**src/rtl/clock_pkg.sv**
```systemverilog
// clock_pkg: shared state encoding, BCD field widths and wrap limits for the clock core
package clock_pkg;
    typedef enum logic [1:0] {RUN, SET_HR, SET_MIN} state_t;
    localparam int HR_W   = 6;
    localparam int MS_W   = 7;
    localparam int HR_MAX = 23;
    localparam int MS_MAX = 59;
endpackage

```
**src/rtl/bcd2_wrap_ctr.sv**
```systemverilog
// bcd2_wrap_ctr: two-digit BCD up/down counter wrapping between 0 and MAX
// Ports: clk, rst (async, active-high); inc/dec step the value (both together hold),
// clr zeroes it (highest priority); value = {tens, ones}; carry = inc while value == MAX.
module bcd2_wrap_ctr #(
    parameter int MAX = 59,
    parameter int W   = 7
) (
    input  logic         clk,
    input  logic         rst,
    input  logic         inc,
    input  logic         dec,
    input  logic         clr,
    output logic [W-1:0] value,
    output logic         carry
);
    localparam logic [W-1:0] MAX_BCD = {(W-4)'(MAX / 10), 4'(MAX % 10)};
    logic [W-5:0] tens;
    logic [3:0]   ones;
    logic [W-1:0] up, dn;
    assign tens  = value[W-1:4];
    assign ones  = value[3:0];
    assign carry = inc && value == MAX_BCD;
    always_comb begin
        up = (value == MAX_BCD) ? '0 : (ones == 4'd9) ? {tens + 1'b1, 4'd0} : {tens, ones + 4'd1};
        dn = (value == '0) ? MAX_BCD : (ones == 4'd0) ? {tens - 1'b1, 4'd9} : {tens, ones - 4'd1};
    end
    always_ff @(posedge clk or posedge rst)
        if (rst)                value <= '0;
        else if (clr)           value <= '0;
        else if (inc && !dec)   value <= up;
        else if (dec && !inc)   value <= dn;
endmodule

```
**src/rtl/clock_time_ctrl.sv**
```systemverilog
// clock_time_ctrl: 24-hour BCD timekeeping with button-driven hour/minute setting
// Ports: clk, rst (async, active-high); mode_p/inc_p/dec_p debounced button pulses;
// hr_bcd/min_bcd/sec_bcd BCD time; set_hr/set_min field-select flags;
// blink = first half of each prescaler second; sec_tick pulses when seconds advance.
module clock_time_ctrl
    import clock_pkg::*;
#(
    parameter int SYSCLK_FREQ = 24000000
) (
    input  logic            clk,
    input  logic            rst,
    input  logic            mode_p,
    input  logic            inc_p,
    input  logic            dec_p,
    output logic [HR_W-1:0] hr_bcd,
    output logic [MS_W-1:0] min_bcd,
    output logic [MS_W-1:0] sec_bcd,
    output logic            set_hr,
    output logic            set_min,
    output logic            blink,
    output logic            sec_tick
);
    localparam int PW = $clog2(SYSCLK_FREQ);
    state_t        state, state_n;
    logic [PW-1:0] presc;
    logic          run, tick, sec_carry, min_carry;
    assign run   = state == RUN;
    // mode_p outranks the tick, so a tick coinciding with it is dropped
    assign tick  = run && !mode_p && presc == PW'(SYSCLK_FREQ - 1);
    assign blink = presc < PW'(SYSCLK_FREQ / 2);
    always_comb begin
        state_n = state;
        if (mode_p) state_n = (state == RUN) ? SET_HR : (state == SET_HR) ? SET_MIN : RUN;
    end
    always_ff @(posedge clk or posedge rst)
        if (rst) begin
            state    <= RUN;
            presc    <= '0;
            set_hr   <= 1'b0;
            set_min  <= 1'b0;
            sec_tick <= 1'b0;
        end else begin
            state    <= state_n;
            // restart the second on leaving SET_MIN so the first tick is a full second away
            presc    <= ((mode_p && state == SET_MIN) || presc == PW'(SYSCLK_FREQ - 1)) ? '0 : presc + 1'b1;
            set_hr   <= state_n == SET_HR;
            set_min  <= state_n == SET_MIN;
            sec_tick <= tick;
        end
    bcd2_wrap_ctr #(.MAX(MS_MAX), .W(MS_W)) u_sec (
        .clk(clk), .rst(rst),
        .inc(tick), .dec(1'b0), .clr(mode_p && run),
        .value(sec_bcd), .carry(sec_carry)
    );
    bcd2_wrap_ctr #(.MAX(MS_MAX), .W(MS_W)) u_min (
        .clk(clk), .rst(rst),
        .inc(sec_carry || (state == SET_MIN && !mode_p && inc_p)),
        .dec(state == SET_MIN && !mode_p && dec_p),
        .clr(1'b0),
        .value(min_bcd), .carry(min_carry)
    );
    // minute wrap while setting must not reach the hours, so only RUN carries propagate
    bcd2_wrap_ctr #(.MAX(HR_MAX), .W(HR_W)) u_hr (
        .clk(clk), .rst(rst),
        .inc((run && min_carry) || (state == SET_HR && !mode_p && inc_p)),
        .dec(state == SET_HR && !mode_p && dec_p),
        .clr(1'b0),
        .value(hr_bcd), .carry()
    );
endmodule

```
**config.mk**
```make
export PLATFORM = sky130hd
export DESIGN_NAME = clock_time_ctrl
export DESIGN_NICKNAME = d
export VERILOG_FILES = /design/src/rtl/clock_pkg.sv /design/src/rtl/bcd2_wrap_ctr.sv /design/src/rtl/clock_time_ctrl.sv
export SDC_FILE = /design/constraint.sdc
export NUM_CORES = 1
export LEC_CHECK = 0
export BUFFER_PORTS_ARGS = -buffer_cell sky130_fd_sc_hd__buf_4
export CORE_UTILIZATION = 55
export DETAILED_ROUTE_END_ITERATION = 12
export PLACE_DENSITY = 0.72
export SETUP_SLACK_MARGIN = 0.2
export SLEW_MARGIN = 25
export SYNTH_ARGS = -nofsm -noshare
export SYNTH_HDL_FRONTEND = slang
export SYNTH_SLANG_ARGS = --single-unit
```
**constraint.sdc**
```tcl
create_clock -name clk -period 3.1 [get_ports clk]
set_input_delay 0.62 -clock clk [delete_from_list [all_inputs] [get_ports clk]]
set_output_delay 0.62 -clock clk [all_outputs]
set_load 0.02 [all_outputs]
```
After elaboration in Yosys (flattened, before gate mapping)
Index checks and enable logic that the tools add are counted.

Equal/unequal tests: 13. Order comparisons: 1. Add/sub/neg operators: 11. Reduce and logical (&&, ||, !) cells: 39. Mux-type cells: 20.

Operators by type and width (number): $mux W7 (10); $mux W6 (6); $add A25 B1 Y25 const B (1); $eq A25 B25 Y1 const B (1); $lt A25 B24 Y1 const B (1); $mux W25 (1); $logic_and A1 B1 Y1 (17); $eq A7 B7 Y1 const B (2); $add A4 B1 Y4 const B (3); $eq A4 B4 Y1 const B (3); $reduce_bool A3 Y1 (3); $logic_not A4 Y1 (2); $sub A4 B1 Y4 const B (2); $logic_not A7 Y1 (1); $add A3 B1 Y3 const B (2); $eq A6 B6 Y1 const B (1); $logic_not A6 Y1 (1); $mux W2 (3); $ne A3 B1 Y1 const B (2); $reduce_and A3 Y1 (2); $reduce_bool A2 Y1 (3); $logic_not A1 Y1 (5); $eq A2 B1 Y1 const B (2); $eq A2 B2 Y1 const B (2); 6 further kinds (8).

Bits of input ports: 5. Flip-flop bits (word level): 50.

Depth between registers and ports, before layout
Gate-level depths: netlist of run 1.

Word-level depth: 12. Gate-level depth with buffers: 16.

Cells and area by module
From an unflattened synthesis of run 1, not the netlist that was laid out.

Cells, all modules: 401. Area, all modules: 3607.2 µm².

Modules (own cells, without submodules): clock_time_ctrl (cells an instance 180, area an instance 1711.6 µm², times used 1, sequential area each 750.7 µm²); bcd2_wrap_ctr (u_min ...) (cells an instance 77, area an instance 668.1 µm², times used 2, sequential area each 175.2 µm²); bcd2_wrap_ctr (u_hr) (cells an instance 67, area an instance 559.3 µm², times used 1, sequential area each 150.1 µm²).

Worst setup path before layout of run 1
No wires, ideal clock.

Path kind: reg2reg. Start point: register presc[0]. End point: register u_hr.value[4]. Buffers on the path: 4. Data required time: 2.975 ns. Arrival: 2.740 ns. Slack: 0.235 ns. Period minus slack after synthesis: 2.865 ns. Setup time: 0.125 ns. Stages on the path, launching flop included: 15. Cell sequence: dfrtp_1 > ha_1 > and3_1 > clkbuf_2 > and2_4 > buf_6 > and3_1 > buf_6 > nand3_2 > a211oi_2 > ha_1 > clkbuf_1 > o21ai_0 > nand2_1 > mux2_2.

Longest elaborated chain between the ends: 11. Elaborated cells on any way between the ends: 15. Classes of those cells: eq/ne: 2; mux: 1; reduce/logical: 12.

Ends and longest elaborated chain: start, declared (line clock_time_ctrl.sv:25) `logic [PW-1:0] presc;`; start signal, assigned (line clock_time_ctrl.sv:45) `presc <= ((mode_p && state == SET_MIN) || presc == PW'(SYSCLK_FREQ - 1)) ? '0 : presc + 1'b1;`; $eq A25 B25 Y1 (*) (line clock_time_ctrl.sv:29) `assign tick = run && !mode_p && presc == PW'(SYSCLK_FREQ - 1);`; $logic_and A1 B1 Y1 (*) (line clock_time_ctrl.sv:29); $logic_and A1 B1 Y1 (*) (line bcd2_wrap_ctr.sv:22) `assign carry = inc && value == MAX_BCD;`; $logic_or A1 B1 Y1 (*) (line clock_time_ctrl.sv:57) `.inc(sec_carry || (state == SET_MIN && !mode_p && inc_p)),`; $logic_and A1 B1 Y1 (*) (line bcd2_wrap_ctr.sv:22); $logic_and A1 B1 Y1 (*) (line clock_time_ctrl.sv:65) `.inc((run && min_carry) || (state == SET_HR && !mode_p && inc_p)),`; $logic_or A1 B1 Y1 (*) (line clock_time_ctrl.sv:65); $logic_not A1 Y1 (line bcd2_wrap_ctr.sv:31) `else if (dec && !inc) value <= dn;`; $logic_and A1 B1 Y1 (line bcd2_wrap_ctr.sv:31); $reduce_bool A2 Y1 (no line); $reduce_and A3 Y1 (no line); end signal, assigned (line bcd2_wrap_ctr.sv:30) `else if (inc && !dec) value <= up;`; end signal, assigned (line bcd2_wrap_ctr.sv:31); end, declared (line bcd2_wrap_ctr.sv:13) `output logic [W-1:0] value,`.

Every way passes the cells marked *; elsewhere a longest branch is shown, timed or not. A chain may end at the register's enable or synchronous reset.

Worst setup path after layout of run 1
Start point: register u_min.value[1]. End point: register u_hr.value[3].

Longest elaborated chain between the ends: 7. Elaborated cells on any way between the ends: 9. Classes of those cells: eq/ne: 1; mux: 1; reduce/logical: 7.

Ends and longest elaborated chain (line): start, declared (bcd2_wrap_ctr.sv:13); start signal, assigned (bcd2_wrap_ctr.sv:30); start signal, assigned (bcd2_wrap_ctr.sv:31); $eq A7 B7 Y1 (*) (bcd2_wrap_ctr.sv:22); $logic_and A1 B1 Y1 (*) (bcd2_wrap_ctr.sv:22); $logic_and A1 B1 Y1 (*) (clock_time_ctrl.sv:65); $logic_or A1 B1 Y1 (*) (clock_time_ctrl.sv:65); $logic_not A1 Y1 (bcd2_wrap_ctr.sv:31); $logic_and A1 B1 Y1 (bcd2_wrap_ctr.sv:31); $reduce_bool A2 Y1 (no line).

Marked as above.

==> results of run 1 <==
[timing repair]
action | 4_1_cts | 5_1_grt
buffers inserted | 0 | 3
pin swaps | 0 | 2
gates resized for setup | 1 | 8
setup endpoints to repair | 2 | 9
[synth_stat cells, drive strengths merged, types with 3 or more instances]
cell	number
a211oi	3
a21o	3
a21oi	16
a221oi	3
a31oi	3
a32oi	3
a41oi	4
and3	7
and4	3
buf	12
clkbuf	6
dfrtp	50
ha	20
inv	20
mux2	4
nand2	26
nand3	17
nand4	7
nor2	52
nor2b	11
nor3	15
nor3b	4
nor4	6
o21ai	7
o22ai	3
or2	3
xnor2	13
xor2	10
[sequential cells by signal, summed over array words and instances (netlist names)]
register	count
u_min.value	7
u_sec.value	7
presc	25
sec_tick	1
set_hr	1
set_min	1
state	2
u_hr.value	6
[power by group through the flow]
| stage | Sequential [W] | Combinational (W) | Clock (W) |
|---|---|---|---|
| finish | 0.00107 | 0.00128 | 0.000449 |
| global route | 0.00110 | 0.00141 | 0.000489 |
| CTS | 0.00106 | 0.00125 | 0.000466 |
| detailed placement | 0.00107 | 0.00124 | 0 |
| global placement | 0.00106 | 0.00122 | 0 |
| floorplan | 0.00116 | 0.000763 | 0 |
[kinds of logic after synthesis]
group,count (synthesis)
DFF,50
adders and majority gates,20
muxes,6
xor gates and xnor gates,23
buffers and inverters,38
and+or+nand+nor,162
AOI/OAI and AO/OA,59
[metal layers]
layer / vias to the layer above / global-route usage, % / wire, um
met5: - / 0 / 0
met4: 0 / 8.889 / 63
met3: 5 / 2.874 / 254
met2: 61 / 34.78 / 3051
met1: 1261 / 32.24 / 3253
li1: 1316 / - / -
[metrics by stage]
step	hold WS [ns]	instances	total power [W]	util (%)	setup WS, ns
global route	0.3451	459	0.002997	64.95	0.1898
CTS	0.3154	456	0.002774	63.97	0.2524
global placement	0.4610	448	0.002286	62.07	0.2811
finish	0.3100	459	0.002793	64.95	0.3380
floorplan	0.4436	358	0.001921	-	0.2351
detailed placement	0.4805	448	0.002314	62.07	0.2220
[worst max-delay path, delay by kind of cell, from the launching register on]
kind,cells,cell delay (ns)
AO/OA/AOI/OAI,2,0.52
adder cells (fa/ha/maj),2,0.45
buffers and inverters,1,0.11
flip-flops,1,0.46
AND/OR/NAND/NOR,5,1.12
[final cells by class]
class | instances | area share, %
sequential | 50 | 34.39
clock inverter | 1 | 0.8245
timing repair buffer | 39 | 7.970
inverter | 20 | 2.061
multi-input combinational | 270 | 50.19
tap | 72 | 2.473
clock buffer | 7 | 2.096
[worst max path at each step]
stage	slack, ns	to	from
finish	0.34	u_hr.value[3]	u_min.value[1]
global route	0.19	u_min.value[3]	presc[0]
CTS	0.25	u_hr.value[3]	u_min.value[1]
detailed placement	0.22	u_hr.value[5]	u_min.value[1]
global placement	0.28	u_min.value[5]	presc[0]
floorplan	0.24	u_hr.value[4]	presc[0]
==> impl_metrics.toml, run 1 <==
[outcome]
status = "complete, no violations"

[pwr]
p_per_area_mw_per_mm2 = 766.7
switchingPower_w = 0.001162
sequentialPowerShare_pct = 38.2
p_int_w = 0.001631
p_clk_share_pct = 16.1
comb_power_share_pct = 45.7
p_leak_nw = 1.615
peakVddDrop_mv = 0.5996
swShare_pct = 41.60

[setup_path]
reg2regPathDepth = 10
required_ns = 3.29
worstPathMaxFanout = 10
crit_path_start_kind = "flop"
cp.arrival_ns = 2.96
crit_chain = "inv_1, ha_1, nand2_1, or2_2, nor3_1, nand3_2, a211oi_4, ha_4, or3_1, a31o_2"
cpMaxStageDelayCell = "dfrtp_2"
path_class = "reg -> reg"
critPathMaxStageDelay_ns = 0.46
r2r_start = "u_min.value[1]"
reg2reg_to = "u_hr.value[3]"
end_kind = "flop"
r2r_slack_ns = 0.34

[final_layout]
mostFrequentLayoutCells = "nor2_1 (52), dfrtp_1 (49), buf_4 (38)"
drive_above_1_share_pct = 18.09
layout_commonest_cell = "nor2_1"
syn_to_final_growth_pct = 12.44
fillers = 500
seqCellArea_mm2 = 0.001252
multiInputGateArea_mm2 = 0.001828
design_area_mm2 = 0.003642
n_antenna_cell = 0
num-nets-final = 411

[sta]
fin_crit_ns = 2.762
finalMaxSlewViolations = 0
period_share_pct = 89.10
final_hold_viol_count = 0
fin_skew_ns = 0.004057
final.setup.tns_ns = 0
setup_viol = 0
worst_slew_pin_slew_ns = 0.4485
max_freq_mhz = 362.1
grt_setup_unrepaired = "no"
slew_headroom_pct = 69.99

[routing]
drt_iter0_drc = 120
routed_wl_um = 6622
drcViolationCount = 0
num_vias = 2643
vias_per_cell = 5.758
antenna_left = 0
drt_first_pass_iters = 4
wl_per_cell_um = 14.43

[synthesis]
ys_async_sr_fraction_pct = 100.0
synth_ff_type = "dfrtp_1"
syn_area_mm2 = 0.003239
synth_top_area_cell = "dfrtp_1"
synth_enable_flop_cells = 0
synthCells = 358
synth-adder-area-share_pct = 7.725
synth_top_area_share_pct = 38.62
syn-num-nets = 383
yosys_warnings = 0
synth_cell_types = 61
yosys.area_share.simple_pct = 26.46
yosys_register_bits = 50
synth-compound-area-share_pct = 12.98
synthTopCellsByArea = "dfrtp_1 (39%), ha_1 (7.7%), nor2_1 (6.0%)"
avgSynthCellArea_um2 = 9.048
ys_seq_area_share_pct = 38.62
synthXorXnorAreaFrac_pct = 6.219
synthMuxAreaShare_pct = 2.008
synth_top_family_by_area = "simple AND/OR/NAND/NOR gates"

[clock_network]
cts_buffer_depth = 2
cts_made_buffers = 5
root_buffer = "clkbuf_8"
cts_sinks = 50
htreeDepth = 2
postCtsHoldBufs = 0
tritoncts = "done"
clkTransAtPathRegs_ns = 0.09
insertion_delay_ns = 0.30

[place]
dpl.hpwl_um = 4656
gp_congestion = 0.8932
dpl_cell_area_mm2 = 0.003481
port_buffers = 28

[hold_path]
hp-class = "in -> async"

[global_routing]
grt_pass1_vias = 2394
grt_pass1_wl_um = 11070
antenna_found_initial = 0
track_usage_pct = 22.58
grt_overflow_total = 0
grt_max_degree = 32

[floorplan]
die_w_um = 78.75
ios = 29
core_region_area_mm2 = 0.005608
die-area_mm2 = 0.006201
placementRows = 27
start_util_pct = 57.76
die_y_um = 78.75

[run]
drv_cap = 0
(Power assumes the default switching activity.)
==> inputs of run 2 (changes only) <==
--- a/config.mk
+++ b/config.mk
@@ -6,6 +6,7 @@
 export NUM_CORES = 1
 export LEC_CHECK = 0
 export BUFFER_PORTS_ARGS = -buffer_cell sky130_fd_sc_hd__buf_4
+export CORE_ASPECT_RATIO = 0.75
 export CORE_UTILIZATION = 55
 export DETAILED_ROUTE_END_ITERATION = 12
 export PLACE_DENSITY = 0.72
==> run 2 against run 1 <==
Compared with the run above:
- utilization up 1.3 points
- largest power group unchanged
- critical path depth increased by 2
- total power is 1.0% lower
- fmax rose by 1.8%
==> impl_metrics.toml, run 2 (synthesis results as in run 1) <==
[floorplan]
core_region_area_mm2 = 0.005497
ios = 29
die_y_um = 68.47
start_util_pct = 58.93
die-area_mm2 = 0.006204
placementRows = 23
die_w_um = 90.62

[setup_path]
crit_path_start_kind = "flop"
worstPathMaxFanout = 4
required_ns = 3.30
cp.arrival_ns = 2.91
end_kind = "flop"
path_class = "reg -> reg"

[outcome]
status = "complete, no violations"

[clock_network]
root_buffer = "clkbuf_8"
cts_sinks = 50
cts_buffer_depth = 2
cts_made_buffers = 5
insertion_delay_ns = 0.31
htreeDepth = 2
clkTransAtPathRegs_ns = 0.09
tritoncts = "done"
postCtsHoldBufs = 0

[final_layout]
mostFrequentLayoutCells = "nor2_1 (52), dfrtp_1 (49), buf_4 (42)"
instances_no_fill = 465
largest_register_ffs = 25
syn_to_final_growth_pct = 12.40
final_core_util_pct = 66.24
top_regs = "presc: 25 flops, u_min.value: 7 flops, u_sec.value: 7 flops"
n_antenna_cell = 0
layout_commonest_cell = "nor2_1"
drive_above_1_share_pct = 19.74
num-nets-final = 414
registers.top_by_ff_count = "presc"

[routing]
vias_per_cell = 5.830
antenna_left = 0
drcViolationCount = 0
wl_per_cell_um = 14.59
num_vias = 2711
routed_wl_um = 6786
drt_iter0_drc = 168
drt_first_pass_iters = 4

[place]
gp_congestion = 0.8988
port_buffers = 28
dp_cells = 451
dpl.hpwl_um = 4727

[global_routing]
track_usage_pct = 22.93
grt_pass1_vias = 2439
grt_max_degree = 38
antenna_found_initial = 0
grt_pass1_wl_um = 11380
grt_overflow_total = 0

[sta]
max_freq_mhz = 368.4
fin_skew_ns = 0.007544
finalMaxSlewViolations = 0
grt_setup_unrepaired = "no"
final_hold_viol_count = 0
period_share_pct = 87.56
fin_crit_ns = 2.715
worst_slew_pin_slew_ns = 0.5159
slew_headroom_pct = 65.25
setup_viol = 0
final.setup.tns_ns = 0

[run]
drv_cap = 0

[pwr]
peakVddDrop_mv = 0.3430
p_per_area_mw_per_mm2 = 759.2
p_leak_nw = 1.616

[hold_path]
hp-class = "in -> async"
==> run 2: through the flow <==
stage          worst slack [ns]  hold slack, ns  total power (W)  cell area, um2
3_3_place_gp             0.2733          0.4603         0.002290            3485
6_report                 0.3855          0.2473         0.002764            3641
5_1_grt                  0.1967          0.2587         0.002985            3641
3_5_place_dp             0.1415          0.4853         0.002318            3485
2_1_floorplan            0.2351          0.4436         0.001921            3239
4_1_cts                  0.2418          0.2529         0.002728            3586
==> run 2: timing repair <==
item                                    4_1_cts  5_1_grt
endpoints found under the setup margin        4        9
pin swaps                                     0        3
setup buffers                                 0        6
resized for setup                             3        5
==> run 2: per-layer routing <==
layer  global-route usage (%)  vias to the layer above  routed length [um]  part of all wire, %
met5                        0                        -                   0                    0
met4                    3.024                        0                  22                 0.32
met3                    4.000                        4                 297                  4.4
met2                    39.02                       66                3074                   45
met1                    31.74                     1322                3392                   50
li1                         -                     1319                   -                    -
==> run 2: area by class of cell <==
type,count,area [um2]
Fill cell,468,1856
Multi-Input combinational cell,270,1813
Sequential cell,50,1252
Timing Repair Buffer,42,315.3
Tap cell,75,93.84
Clock buffer,7,86.33
Inverter,20,75.07
Clock inverter,1,5.005
==> run 2: report_power, final <==
group | leakage [nW] | switching, W | internal (W)
Sequential | 0.646 | 0.000237 | 0.000825
Clock | 0.0482 | 0.000217 | 0.000181
Combinational | 0.922 | 0.000726 | 0.000580
==> run 2: worst paths after layout <==
kind / from / to / slack, ns / cells after the start
worst max-delay path: u_min.value[1] / u_hr.value[3] / 0.39 / 12
worst max register to register: u_min.value[1] / u_hr.value[3] / 0.39 / 12
min in group clk: presc[0] / presc[0] / 0.49 / 1
worst min-delay path: rst / u_min.value[5] / 0.25 / 2
worst min register to register: presc[0] / presc[0] / 0.49 / 1
max in group asynchronous: rst / u_hr.value[3] / 2.08 / 3
==> run 2: worst max-delay path: stages (launching register included) <==
cell and delay [ns]:
dfrtp_2 0.44, inv_2 0.08, ha_2 0.20, nand2_1 0.10, or2_2 0.32, nor3_2 0.15, nand3_2 0.10, a211oi_2 0.20
ha_2 0.25, buf_4 0.13, nand3_1 0.09, or3_1 0.32, a31o_2 0.23
==> inputs of run 3 (changes only) <==
--- a/config.mk
+++ b/config.mk
@@ -7,11 +7,12 @@
 export LEC_CHECK = 0
 export BUFFER_PORTS_ARGS = -buffer_cell sky130_fd_sc_hd__buf_4
 export CORE_ASPECT_RATIO = 0.75
+export CORE_MARGIN = 2
 export CORE_UTILIZATION = 55
 export DETAILED_ROUTE_END_ITERATION = 12
-export PLACE_DENSITY = 0.72
+export PLACE_DENSITY = 0.81
 export SETUP_SLACK_MARGIN = 0.2
-export SLEW_MARGIN = 25
+export SLEW_MARGIN = 20
 export SYNTH_ARGS = -nofsm -noshare
 export SYNTH_HDL_FRONTEND = slang
 export SYNTH_SLANG_ARGS = --single-unit
==> run 3 against run 2 <==
Compared with the run above:
- critical endpoint unchanged
- via count down 2.3%
- die area is 5.2% higher
- clock power up 18%
- cell area fell by 0.48%
- non-clock buffer count decreased by 4
==> impl_metrics.toml, run 3 (synthesis results as in run 1) <==
[sta]
final.setup.worst_slack_ns = 0.3558
worst_slew_pin_slew_ns = 0.5236
max_freq_mhz = 364.4
slew_headroom_pct = 65.04
finalMaxSlewViolations = 0
final_hold_viol_count = 0
period_share_pct = 88.52
setup_viol = 0
fin_crit_ns = 2.744
fin_skew_ns = 0.008072
grt_setup_unrepaired = "no"
final.setup.tns_ns = 0

[setup_path]
r2r_slack_ns = 0.36
critPathTopFamily = "simple AND/OR/NAND/NOR gates"
crit_path_start_kind = "flop"
critPathMaxStageDelay_ns = 0.46
cp.arrival_ns = 2.94
worstPathMaxFanout = 10
reg2regPathDepth = 10
end_kind = "flop"
required_ns = 3.30
critPathBufInv = 1
crit_chain = "inv_1, ha_1, nand2_1, or2_2, nor3_2, nand3_2, a211oi_2, ha_2, or3_1, a31o_2"
reg2reg_to = "u_hr.value[3]"
path_class = "reg -> reg"
r2r_start = "u_min.value[1]"
cpMaxStageDelayCell = "dfrtp_1"

[place]
dpl_cell_area_mm2 = 0.003488
port_buffers = 28
place_ws_ns = 0.2090
gp_congestion = 0.8668
dpl.hpwl_um = 4699

[final_layout]
n_antenna_cell = 0
syn_to_final_growth_pct = 11.86
design_area_mm2 = 0.003623
drive_above_1_share_pct = 17.66
mostFrequentLayoutCells = "nor2_1 (52), dfrtp_1 (50), buf_4 (37)"
num-nets-final = 410
layout_commonest_cell = "nor2_1"
top_regs = "presc: 25 flops, u_min.value: 7 flops, u_sec.value: 7 flops"
largest_register_ffs = 25
fillers = 507
registers.top_by_ff_count = "presc"

[run]
drv_cap = 0

[clock_network]
cts_buffer_depth = 2
cts_sinks = 50
htreeDepth = 2
clkTransAtPathRegs_ns = 0.09
root_buffer = "clkbuf_8"
insertion_delay_ns = 0.30
tritoncts = "done"
cts_made_buffers = 5

[pwr]
sequentialPowerShare_pct = 38.6
comb_power_share_pct = 44.6
peakVddDrop_mv = 0.4379
swShare_pct = 41.66
p_int_w = 0.001630
p_clk_share_pct = 16.7
switchingPower_w = 0.001164
p_per_area_mw_per_mm2 = 771.0
p_leak_nw = 1.613

[global_routing]
grt_pass1_wl_um = 11140
antenna_found_initial = 0
grt_pass1_vias = 2449
track_usage_pct = 20.97
grt_max_degree = 27
grt_overflow_total = 0

[floorplan]
die_w_um = 92.62
die_y_um = 70.47
placementRows = 24
die-area_mm2 = 0.006526
ios = 29
start_util_pct = 56.48
core_region_area_mm2 = 0.005736

[routing]
num_vias = 2649
drt_iter0_drc = 143
drt_first_pass_iters = 4
routed_wl_um = 6612
vias_per_cell = 5.721
wl_per_cell_um = 14.28
antenna_left = 0
drcViolationCount = 0

[hold_path]
hp-class = "in -> async"

[outcome]
status = "complete, no violations"
[run 3: worst max-delay path by stage]
stage / slack (ns) / cells after the start / end / from
after global placement: 0.33 / 11 / u_hr.value[5] / u_min.value[1]
final: 0.36 / 10 / u_hr.value[3] / u_min.value[1]
after floorplan: 0.24 / 14 / u_hr.value[4] / presc[0]
after detailed placement: 0.21 / 11 / u_hr.value[5] / u_min.value[1]
after global routing: 0.21 / 11 / u_hr.value[3] / u_min.value[1]
after CTS: 0.28 / 10 / u_hr.value[3] / u_min.value[1]
[run 3: timing repair]
action / in CTS / in global routing
buffers inserted: 0 / 2
pin swaps: 0 / 2
hold buffers: 0 / 0
setup endpoints to repair: 2 / 9
hold endpoints to repair: 0 / 0
gates resized for setup: 1 / 3
[run 3: routing by layer]
metal / routed length (um) / vias to the layer above / global-route usage, %
met3: 295 / 9 / 3.991
met2: 3024 / 54 / 33.17
li1: - / 1310 / -
met5: 0 / - / 0
met4: 69 / 0 / 4.902
met1: 3223 / 1276 / 30.06
[run 3: power groups by stage]
stage	clock, W	combinational [W]	sequential, W
4_1_cts	0.000482	0.00124	0.00107
3_3_place_gp	0	0.00119	0.00107
6_report	0.000468	0.00125	0.00108
5_1_grt	0.000505	0.00138	0.00111
3_5_place_dp	0	0.00123	0.00109
2_1_floorplan	0	0.000763	0.00116
[run 3: cell type report]
| class | count | area, um2 | area share, % |
|---|---|---|---|
| Multi-Input combinational cell | 270 | 1804 | 49.79 |
| Sequential cell | 50 | 1251 | 34.53 |
| Timing Repair Buffer | 38 | 282.8 | 7.804 |
| Tap cell | 78 | 97.59 | 2.693 |
| Clock buffer | 6 | 82.58 | 2.279 |
| Inverter | 20 | 75.07 | 2.072 |
| Clock inverter | 1 | 30.03 | 0.8287 |
[run 3: stage by stage]
stage	utilization (%)	power (W)	std cells	hold slack, ns
6_report	63.18	0.002794	463	0.3511
5_1_grt	63.18	0.002995	463	0.3942
3_5_place_dp	60.82	0.002320	454	0.4786
3_3_place_gp	60.82	0.002266	454	0.4620
2_1_floorplan	-	0.001921	358	0.4436
4_1_cts	62.78	0.002795	461	0.3667
